$ cat src/rtl/decode_ctrl.sv
// decode_ctrl: multi-cycle decode and sequencing controller for the RV32
// integer ALU subset (OP and OP-IMM). One instruction is accepted through a
// valid/ready handshake, its sources are read from the register file, the ALU
// is driven with registered operands and the result is written back.
// Optional feature macro: DECODE_PERF_CNT_EN adds cycle_count/retire_count.
module decode_ctrl #(
   parameter int XLEN  = 32,
   parameter int RF_AW = 5
) (
   input  logic             clk,
   input  logic             rst,
   input  logic             instr_valid,
   input  logic [31:0]      instr_data,
   output logic             instr_ready,
   output logic [3:0]       alu_opcode,
   output logic [XLEN-1:0]  alu_op_a,
   output logic [XLEN-1:0]  alu_op_b,
   input  logic [XLEN-1:0]  alu_result,
   output logic             rf_ce,
   output logic [RF_AW-1:0] rf_rs1_addr,
   output logic [RF_AW-1:0] rf_rs2_addr,
   input  logic [XLEN-1:0]  rf_rs1_data,
   input  logic [XLEN-1:0]  rf_rs2_data,
   output logic             rf_we,
   output logic [RF_AW-1:0] rf_wr_addr,
   output logic [XLEN-1:0]  rf_wr_data,
   output logic             illegal
`ifdef DECODE_PERF_CNT_EN
   ,
   output logic [31:0]      cycle_count,
   output logic [31:0]      retire_count
`endif
);

   localparam logic [6:0] OPC_OP     = 7'b0110011;
   localparam logic [6:0] OPC_OP_IMM = 7'b0010011;
   localparam logic [6:0] F7_BASE    = 7'b0000000;
   localparam logic [6:0] F7_ALT     = 7'b0100000;

   localparam logic [3:0] ALU_ADD  = 4'd0;
   localparam logic [3:0] ALU_SUB  = 4'd1;
   localparam logic [3:0] ALU_AND  = 4'd2;
   localparam logic [3:0] ALU_OR   = 4'd3;
   localparam logic [3:0] ALU_XOR  = 4'd4;
   localparam logic [3:0] ALU_SLL  = 4'd5;
   localparam logic [3:0] ALU_SLT  = 4'd6;
   localparam logic [3:0] ALU_SLTU = 4'd7;
   localparam logic [3:0] ALU_SRA  = 4'd8;
   localparam logic [3:0] ALU_SRL  = 4'd9;

   typedef enum logic [2:0] {
      S_IDLE   = 3'd0,
      S_DECODE = 3'd1,
      S_READ   = 3'd2,
      S_EXEC   = 3'd3,
      S_WB     = 3'd4
   } state_t;

   // Zero-extend a 5-bit instruction register field to the register-file address width.
   function automatic logic [RF_AW-1:0] zext_addr(input logic [4:0] field);
      logic [RF_AW-1:0] r;
      r      = '0;
      r[4:0] = field;
      return r;
   endfunction

   // Returns {illegal, alu_code}. funct3 selects the base operation; funct7
   // only distinguishes SUB/SRA(I) and otherwise must be zero. OP-IMM with
   // funct3=000 never looks at funct7, so ADDI cannot turn into SUB.
   function automatic logic [4:0] decode_fn(input logic [6:0] opc,
                                            input logic [2:0] f3,
                                            input logic [6:0] f7);
      logic       ill;
      logic [3:0] op;
      ill = 1'b0;
      op  = ALU_ADD;
      case (f3)
         3'b000:  op = ALU_ADD;
         3'b001:  op = ALU_SLL;
         3'b010:  op = ALU_SLT;
         3'b011:  op = ALU_SLTU;
         3'b100:  op = ALU_XOR;
         3'b101:  op = ALU_SRL;
         3'b110:  op = ALU_OR;
         default: op = ALU_AND;
      endcase
      if (opc == OPC_OP) begin
         if (f7 == F7_ALT) begin
            if (f3 == 3'b000)      op  = ALU_SUB;
            else if (f3 == 3'b101) op  = ALU_SRA;
            else                   ill = 1'b1;
         end else if (f7 != F7_BASE) begin
            ill = 1'b1;
         end
      end else if (opc == OPC_OP_IMM) begin
         if (f3 == 3'b001) begin
            if (f7 != F7_BASE) ill = 1'b1;
         end else if (f3 == 3'b101) begin
            if (f7 == F7_ALT)        op  = ALU_SRA;
            else if (f7 != F7_BASE)  ill = 1'b1;
         end
      end else begin
         ill = 1'b1;
      end
      return {ill, op};
   endfunction

   state_t            state_q, state_d;
   logic [6:0]        opc_q;
   logic [2:0]        f3_q;
   logic [11:0]       imm_q;
   logic [4:0]        rd_q;
   logic [RF_AW-1:0]  rs1_addr_q, rs2_addr_q, wr_addr_q;
   logic [3:0]        alu_opcode_q;
   logic [XLEN-1:0]   op_a_q, op_b_q, wb_data_q;

   logic              accept;
   logic              dec_ill;
   logic [3:0]        dec_op;
   logic              is_rtype;
   logic              is_shift_imm;
   logic [XLEN-1:0]   imm_ext, shamt_ext, op_b_d;

   assign accept = instr_valid && instr_ready;

   // Decode of the latched instruction fields and selection of operand B.
   always_comb begin
      {dec_ill, dec_op} = decode_fn(opc_q, f3_q, imm_q[11:5]);
      is_rtype          = (opc_q == OPC_OP);
      is_shift_imm      = (f3_q == 3'b001) || (f3_q == 3'b101);
      imm_ext           = {{(XLEN-12){imm_q[11]}}, imm_q};
      shamt_ext         = '0;
      shamt_ext[4:0]    = imm_q[4:0];
      if (is_rtype)          op_b_d = rf_rs2_data;
      else if (is_shift_imm) op_b_d = shamt_ext;
      else                   op_b_d = imm_ext;
   end

   // State register; reset returns to IDLE from any state.
   always_ff @(posedge clk) begin
      if (!rst) state_q <= S_IDLE;
      else      state_q <= state_d;
   end

   // Next-state logic: fixed five-step sequence, illegal instructions exit from DECODE.
   always_comb begin
      state_d = state_q;
      case (state_q)
         S_IDLE:   if (accept) state_d = S_DECODE;
         S_DECODE: state_d = dec_ill ? S_IDLE : S_READ;
         S_READ:   state_d = S_EXEC;
         S_EXEC:   state_d = S_WB;
         S_WB:     state_d = S_IDLE;
         default:  state_d = S_IDLE;
      endcase
   end

   // Control outputs decoded from the current state.
   always_comb begin
      instr_ready = (state_q == S_IDLE);
      rf_ce       = (state_q == S_DECODE);
      illegal     = (state_q == S_DECODE) && dec_ill;
      rf_we       = (state_q == S_WB) && (rd_q != 5'd0);
   end

   // Instruction field, operand and write-back registers; each holds until its load step.
   always_ff @(posedge clk) begin
      if (!rst) begin
         opc_q        <= '0;
         f3_q         <= '0;
         imm_q        <= '0;
         rd_q         <= '0;
         rs1_addr_q   <= '0;
         rs2_addr_q   <= '0;
         wr_addr_q    <= '0;
         alu_opcode_q <= '0;
         op_a_q       <= '0;
         op_b_q       <= '0;
         wb_data_q    <= '0;
      end else begin
         // Source addresses load on the accept edge so the RF sees them throughout DECODE.
         if (accept) begin
            opc_q      <= instr_data[6:0];
            f3_q       <= instr_data[14:12];
            imm_q      <= instr_data[31:20];
            rd_q       <= instr_data[11:7];
            rs1_addr_q <= zext_addr(instr_data[19:15]);
            if (instr_data[6:0] == OPC_OP)
               rs2_addr_q <= zext_addr(instr_data[24:20]);
         end
         if (state_q == S_READ) begin
            alu_opcode_q <= dec_op;
            op_a_q       <= rf_rs1_data;
            op_b_q       <= op_b_d;
         end
         if (state_q == S_EXEC) begin
            wb_data_q <= alu_result;
            wr_addr_q <= zext_addr(rd_q);
         end
      end
   end

   assign alu_opcode  = alu_opcode_q;
   assign alu_op_a    = op_a_q;
   assign alu_op_b    = op_b_q;
   assign rf_rs1_addr = rs1_addr_q;
   assign rf_rs2_addr = rs2_addr_q;
   assign rf_wr_addr  = wr_addr_q;
   assign rf_wr_data  = wb_data_q;

`ifdef DECODE_PERF_CNT_EN
   logic [31:0] cycle_cnt_q, retire_cnt_q;

   // Free-running cycle counter and retired-instruction counter (x0 writes included).
   always_ff @(posedge clk) begin
      if (!rst) begin
         cycle_cnt_q  <= '0;
         retire_cnt_q <= '0;
      end else begin
         cycle_cnt_q <= cycle_cnt_q + 32'd1;
         if (state_q == S_WB) retire_cnt_q <= retire_cnt_q + 32'd1;
      end
   end

   assign cycle_count  = cycle_cnt_q;
   assign retire_count = retire_cnt_q;
`endif

endmodule

$ cat config.mk
export PLATFORM = sky130hd
export DESIGN_NAME = decode_ctrl
export DESIGN_NICKNAME = d
export VERILOG_FILES = /design/src/rtl/decode_ctrl.sv
export SDC_FILE = /design/constraint.sdc
export NUM_CORES = 1
export LEC_CHECK = 0
export CORE_UTILIZATION = 35
export CTS_CLUSTER_DIAMETER = 100
export CTS_CLUSTER_SIZE = 40
export DETAILED_ROUTE_END_ITERATION = 16
export GPL_ROUTABILITY_DRIVEN = 0
export HOLD_SLACK_MARGIN = 0.15
export PLACE_DENSITY = 0.72
export SLEW_MARGIN = 20
export SYNTH_ARGS = -nofsm -noshare
export SYNTH_HDL_FRONTEND = slang
export SYNTH_SLANG_ARGS = --single-unit
$ cat constraint.sdc
create_clock -name clk -period 1.3 [get_ports clk]
set_input_delay 0.26 -clock clk [delete_from_list [all_inputs] [get_ports clk]]
set_output_delay 0.26 -clock clk [all_outputs]
set_load 0.02 [all_outputs]
---- Yosys cells after proc, flatten, opt, wreduce, memory -nomap -nowiden ----
Cells that the tools add are included.
word-level totals
  register bits after elaboration ......... 145
  latch bits .............................. 0
  bits in writable memories ............... 0
  bits in read-only memories .............. 0
  bits of input ports ..................... 131
  logic and storage cells ................. 59
  memories kept ........................... 0
cells by class
  add/sub/neg operators ................... 0
  multipliers ............................. 0
  div/mod/pow operators ................... 0
  magnitude comparators ................... 0
  equality and inequality tests ........... 15
  shift-type cells ........................ 0
  muxes and demuxes ....................... 23
  bitwise logic cells ..................... 0
  reduce and logical (&&, ||, !) cells .... 9
operator list
  kind                  number
  $mux W32              2
  $mux W4               8
  $pmux W4 S7           1
  $eq A7 B6 Y1 const B  3
  $eq A3 B2 Y1 const B  4
  $eq A3 B3 Y1 const B  4
  $pmux W3 S4           1
  $mux W1               9
  $eq A7 B5 Y1 const B  1
  $reduce_bool A7 Y1    1
  $eq A3 B1 Y1 const B  2
  $logic_not A3 Y1      2
  $reduce_bool A5 Y1    1
  $logic_and A1 B1 Y1   3
  $mux W3               1
  $mux W2               1
  $ne A2 B1 Y1 const B  1
  $reduce_and A2 Y1     1
  $logic_or A1 B1 Y1    1

---- Longest topological paths before layout ----
  depth after elaboration ................. 9
  depth in mapped cells ................... 7
  depth with buffers taken out ............ 4

---- Least setup slack after synthesis ----
OpenSTA, ideal clock, no wires.
  path kind ............................... flip-flop to flip-flop
  from .................................... reg state_q[2]
  to ...................................... reg f3_q[0]
  library setup time ...................... 122 ps
  data arrival time ....................... 1586 ps
  required time ........................... 1178 ps
  setup slack ............................. -408 ps
  stages on the path, launching flop included .. 7
  path buffers ............................ 2
  period minus slack after synthesis ...... 1708 ps
  cells stage by stage .................... dfxtp_1 buf_2 nor3_1 nand2_1 clkbuf_1 nand2_1 a21boi_0
on the way
  longest elaborated chain between the ends .. 2
RTL lines
  what                    RTL line  text
  start, declared         108       state_t state_q, state_d;
  start signal, assigned  142       else state_q <= state_d;
  $logic_not A3 Y1        160       instr_ready = (state_q == S_IDLE);
  net instr_ready         14        output logic instr_ready,
  $logic_and A1 B1 Y1     124       assign accept = instr_valid && instr_ready;
  end signal, assigned    184       f3_q <= instr_data[14:12];
  end, declared           110       logic [2:0] f3_q;
The timed path passes the listed nets, and every way through them passes these cells.
A chain may end at the register's enable or synchronous reset.

---- Worst setup path after layout ----
  from .................................... reg rd_q[1]
  to ...................................... out rf_we
on the way
  longest elaborated chain between the ends .. 2
RTL lines
  what                    RTL line  text
  start, declared         112       logic [4:0] rd_q;
  start signal, assigned  186       rd_q <= instr_data[11:7];
  $reduce_bool A5 Y1      163       rf_we = (state_q == S_WB) && (rd_q != 5'd0);
  $logic_and A1 B1 Y1     163
  end, declared           24        output logic rf_we,
Every way passes these cells.

==> reports/results.txt <==
Compound-cell area share of the yosys netlist = 0.199
HPWL after detailed placement = 11200 um
Worst path arrival time = 1.60 ns
Post-synth cell types = 36
Most used DFF post-synth = dfxtp_1
Mapped Avg Cell Area = 8.46 sq um
Post-synth EDFFs = 0
Main combinational cell family by area after synthesis = simple AND/OR/NAND/NOR gates
Busiest grt layer = met2
Static leakage = 4.78 nW
Max Fclk = 537 MHz
Failing checks = negative setup slack
Post-synthesis simple-gate area fraction = 0.223
Routed WL = 22900 um
Final Setup Violations = 148
Status = complete, but fails checks
Crit Path Class = flop to output pin
Share of cells above drive strength 1 = 0.515
Comb pwr share = 0.118
Crit path time final = 1.86 ns
H-tree levels = 4
Switching power = 0.00239 W
Clk_skew = 0.0138 ns
Startpoint types = flop
Pwr Density = 952 nW/um^2
Area leader, netlist = dfxtp_1
Starting DRT DRC Count = 321
Ys async rst share = 0
Sink Count = 145
Syn Inst Count = 655
Top cell type's share of synthesized area = 0.524
Finished Cell Area = 11400 sq um
Ranking of synthesized cells by area = dfxtp_1 52%, nand2_1 15%, a21boi_0 13%, o22ai_1 2.4%, buf_2 2.1%
Die span in x = 128 um
Total GRT Usage = 0.249
# diodes = 0
Reg power frac = 0.419
Starting Density = 0.362
IO Count = 250
Crit. End Element = output pin
Total of max-cap violations = 0
Row cnt = 45
Grt met3 use = 0.0580
RSZ-0062 raised after global routing = true
First-pass GRT wire length = 31600 um
Top-count cell post-synth = nand2_1
Peak supply drop = 0.917 mV
Met2 Use GR = 0.439
Setup TNS = -45.21 ns
TritonCTS clock tree = yes
Core outline area = 15300 sq um
Worst-path cell chain = or4_4 > nor2_4 > nor4b_2 > buf_4
IO buf count = 249
Seq/Total Area, Yosys = 0.524
Via count = 6191
Drt drc = 0
Synthesized-area fraction occupied by adder cells = 0
Clock Latency Late Sink = 0.42 ns
Yosys reg bits = 145
FILL cells = 1085
CTS Buf Count = 17
Internal = 0.00848 W
Wire per inst = 18.4 um
Slew Limit Fails = 0
Router iterations before antenna repair = 6
Slowest CP cell = or4_4
Layout Nets = 1149
Clock transition at the registers of the reported paths = 0.06 ns
CP Max Fanout = 2
Post-synth top cells = 227 x nand2_1, 145 x dfxtp_1, 98 x a21boi_0
Period utilization = 1.43
Mapped cell area = 5540 sq um
Vias per cell = 5.00
Synth Area in XOR/XNOR = 0.00158
Vias in the first global route = 6146
Synth-to-Final Area Change = 106%
Sw Share = 0.220
Mapped Nets = 786
Clock power frac = 0.463
Post-route ant nets = 0
Mux share of post-synthesis cell area = 0.0108
HP Class = input port to flop
Final Util = 0.745
Final Worst Setup Slack = -0.563 ns
Worst path max stage delay = 0.55 ns
Root buffer cell = clkbuf_16
Met1 Resource Use GR = 0.288
Hold_buf cts = 0
Initial antenna violation count = 0
Clock buffer depth = 2
Grt ovf = 0
Die Area = 16300 sq um
DP Area = 8830 sq um
Largest net degree at the start of global routing = 54
Die Y = 128 um
Ys Warns = 0
Fin. Hold Viols = 0
Slew @ Worst Pin = 0.369 ns
Relative slew slack = 0.754
CP required = 1.04 ns
## sequential cells by signal (all words and copies together), names as in the netlist
signal / count
alu_op_a: 32
imm_q: 12
rf_wr_addr: 5
opc_q: 7
rf_rs2_addr: 5
rf_wr_data: 32
alu_opcode: 4
f3_q: 3
state_q: 3
rf_rs1_addr: 5
alu_op_b: 32
rd_q: 5
## layer usage
metal / vias to the layer above / share of wire
met5: - / 0
met4: 0 / 0.036
met3: 62 / 0.056
met2: 253 / 0.50
met1: 2953 / 0.41
li1: 2923 / -
## cell families after synthesis
family,after synthesis
AOI/OAI and AO/OA,158
xor gates and xnor gates,1
and+or+nand+nor,294
buffers and inverters,51
DFF,145
muxes,6
## final timing paths
path,startpoint,to,slack (ns),cells after the start
worst max-delay path,rd_q[1],rf_we,-0.56,4
worst min-delay path,rst,state_q[1],0.21,3
worst max register to register,state_q[1],rd_q[1],-0.50,9
worst min register to register,rf_wr_data[4],rf_wr_data[4],0.45,2
## power by group through the flow
stage	Clock, W	Sequential (W)	Combinational, W
2_1_floorplan	0	0.00465	0.000290
3_3_place_gp	0	0.00464	0.000902
3_5_place_dp	0	0.00464	0.000904
4_1_cts	0.00505	0.00455	0.00117
5_1_grt	0.00530	0.00456	0.00134
6_report	0.00503	0.00456	0.00128
## cells in the final DEF (no fill, tap or decap), types with 6 or more instances in the layout
cell	count
nor2_1	15
a31oi_1	11
clkdlybuf4s15_2	15
mux2i_1	6
buf_16	12
clkdlybuf4s50_1	129
dfxtp_2	8
buf_12	24
nand2_4	47
a21boi_1	64
buf_8	9
nand3_1	7
buf_2	98
nor2_4	6
buf_6	56
nand2_1	108
nor2b_1	7
clkbuf_16	25
nand2_2	70
buf_4	42
o22ai_4	13
o22ai_2	8
nor2_2	7
dfxtp_1	136
o21ai_2	14
a21boi_2	40
## area by class of cell
type	instances	area (sq um)	area share
clock buffer	24	492	0.0431
clock inverter	5	103	0.00899
inverter	1	3.75	0.000329
multi-input combinational	459	3580	0.314
sequential	145	2920	0.256
tap	211	264	0.0231
timing repair buffer	394	4050	0.355
## through the flow
step / total power [W] / std cells / setup WS, ns / hold slack, ns
floorplan: 0.00494 / 655 / -0.0704 / 0.395
global placement: 0.00554 / 1126 / -0.531 / 0.444
detailed placement: 0.00554 / 1126 / -0.508 / 0.449
CTS: 0.0108 / 1220 / -0.550 / 0.169
global route: 0.0112 / 1239 / -0.605 / 0.232
finish: 0.0109 / 1239 / -0.563 / 0.209
## critical path: cells and delay by family (launching register included)
family / cells / cell delay, ns
simple gates: 3 / 0.72
flops: 1 / 0.31
buf+inv: 1 / 0.16
## repair_timing
item,CTS,global route
pin swaps,81,165
buffers inserted,44,35
setup endpoints to repair,262,222
gates resized for setup,604,366
cloned,26,13
Note: power is estimated with default switching activity, not from simulation.
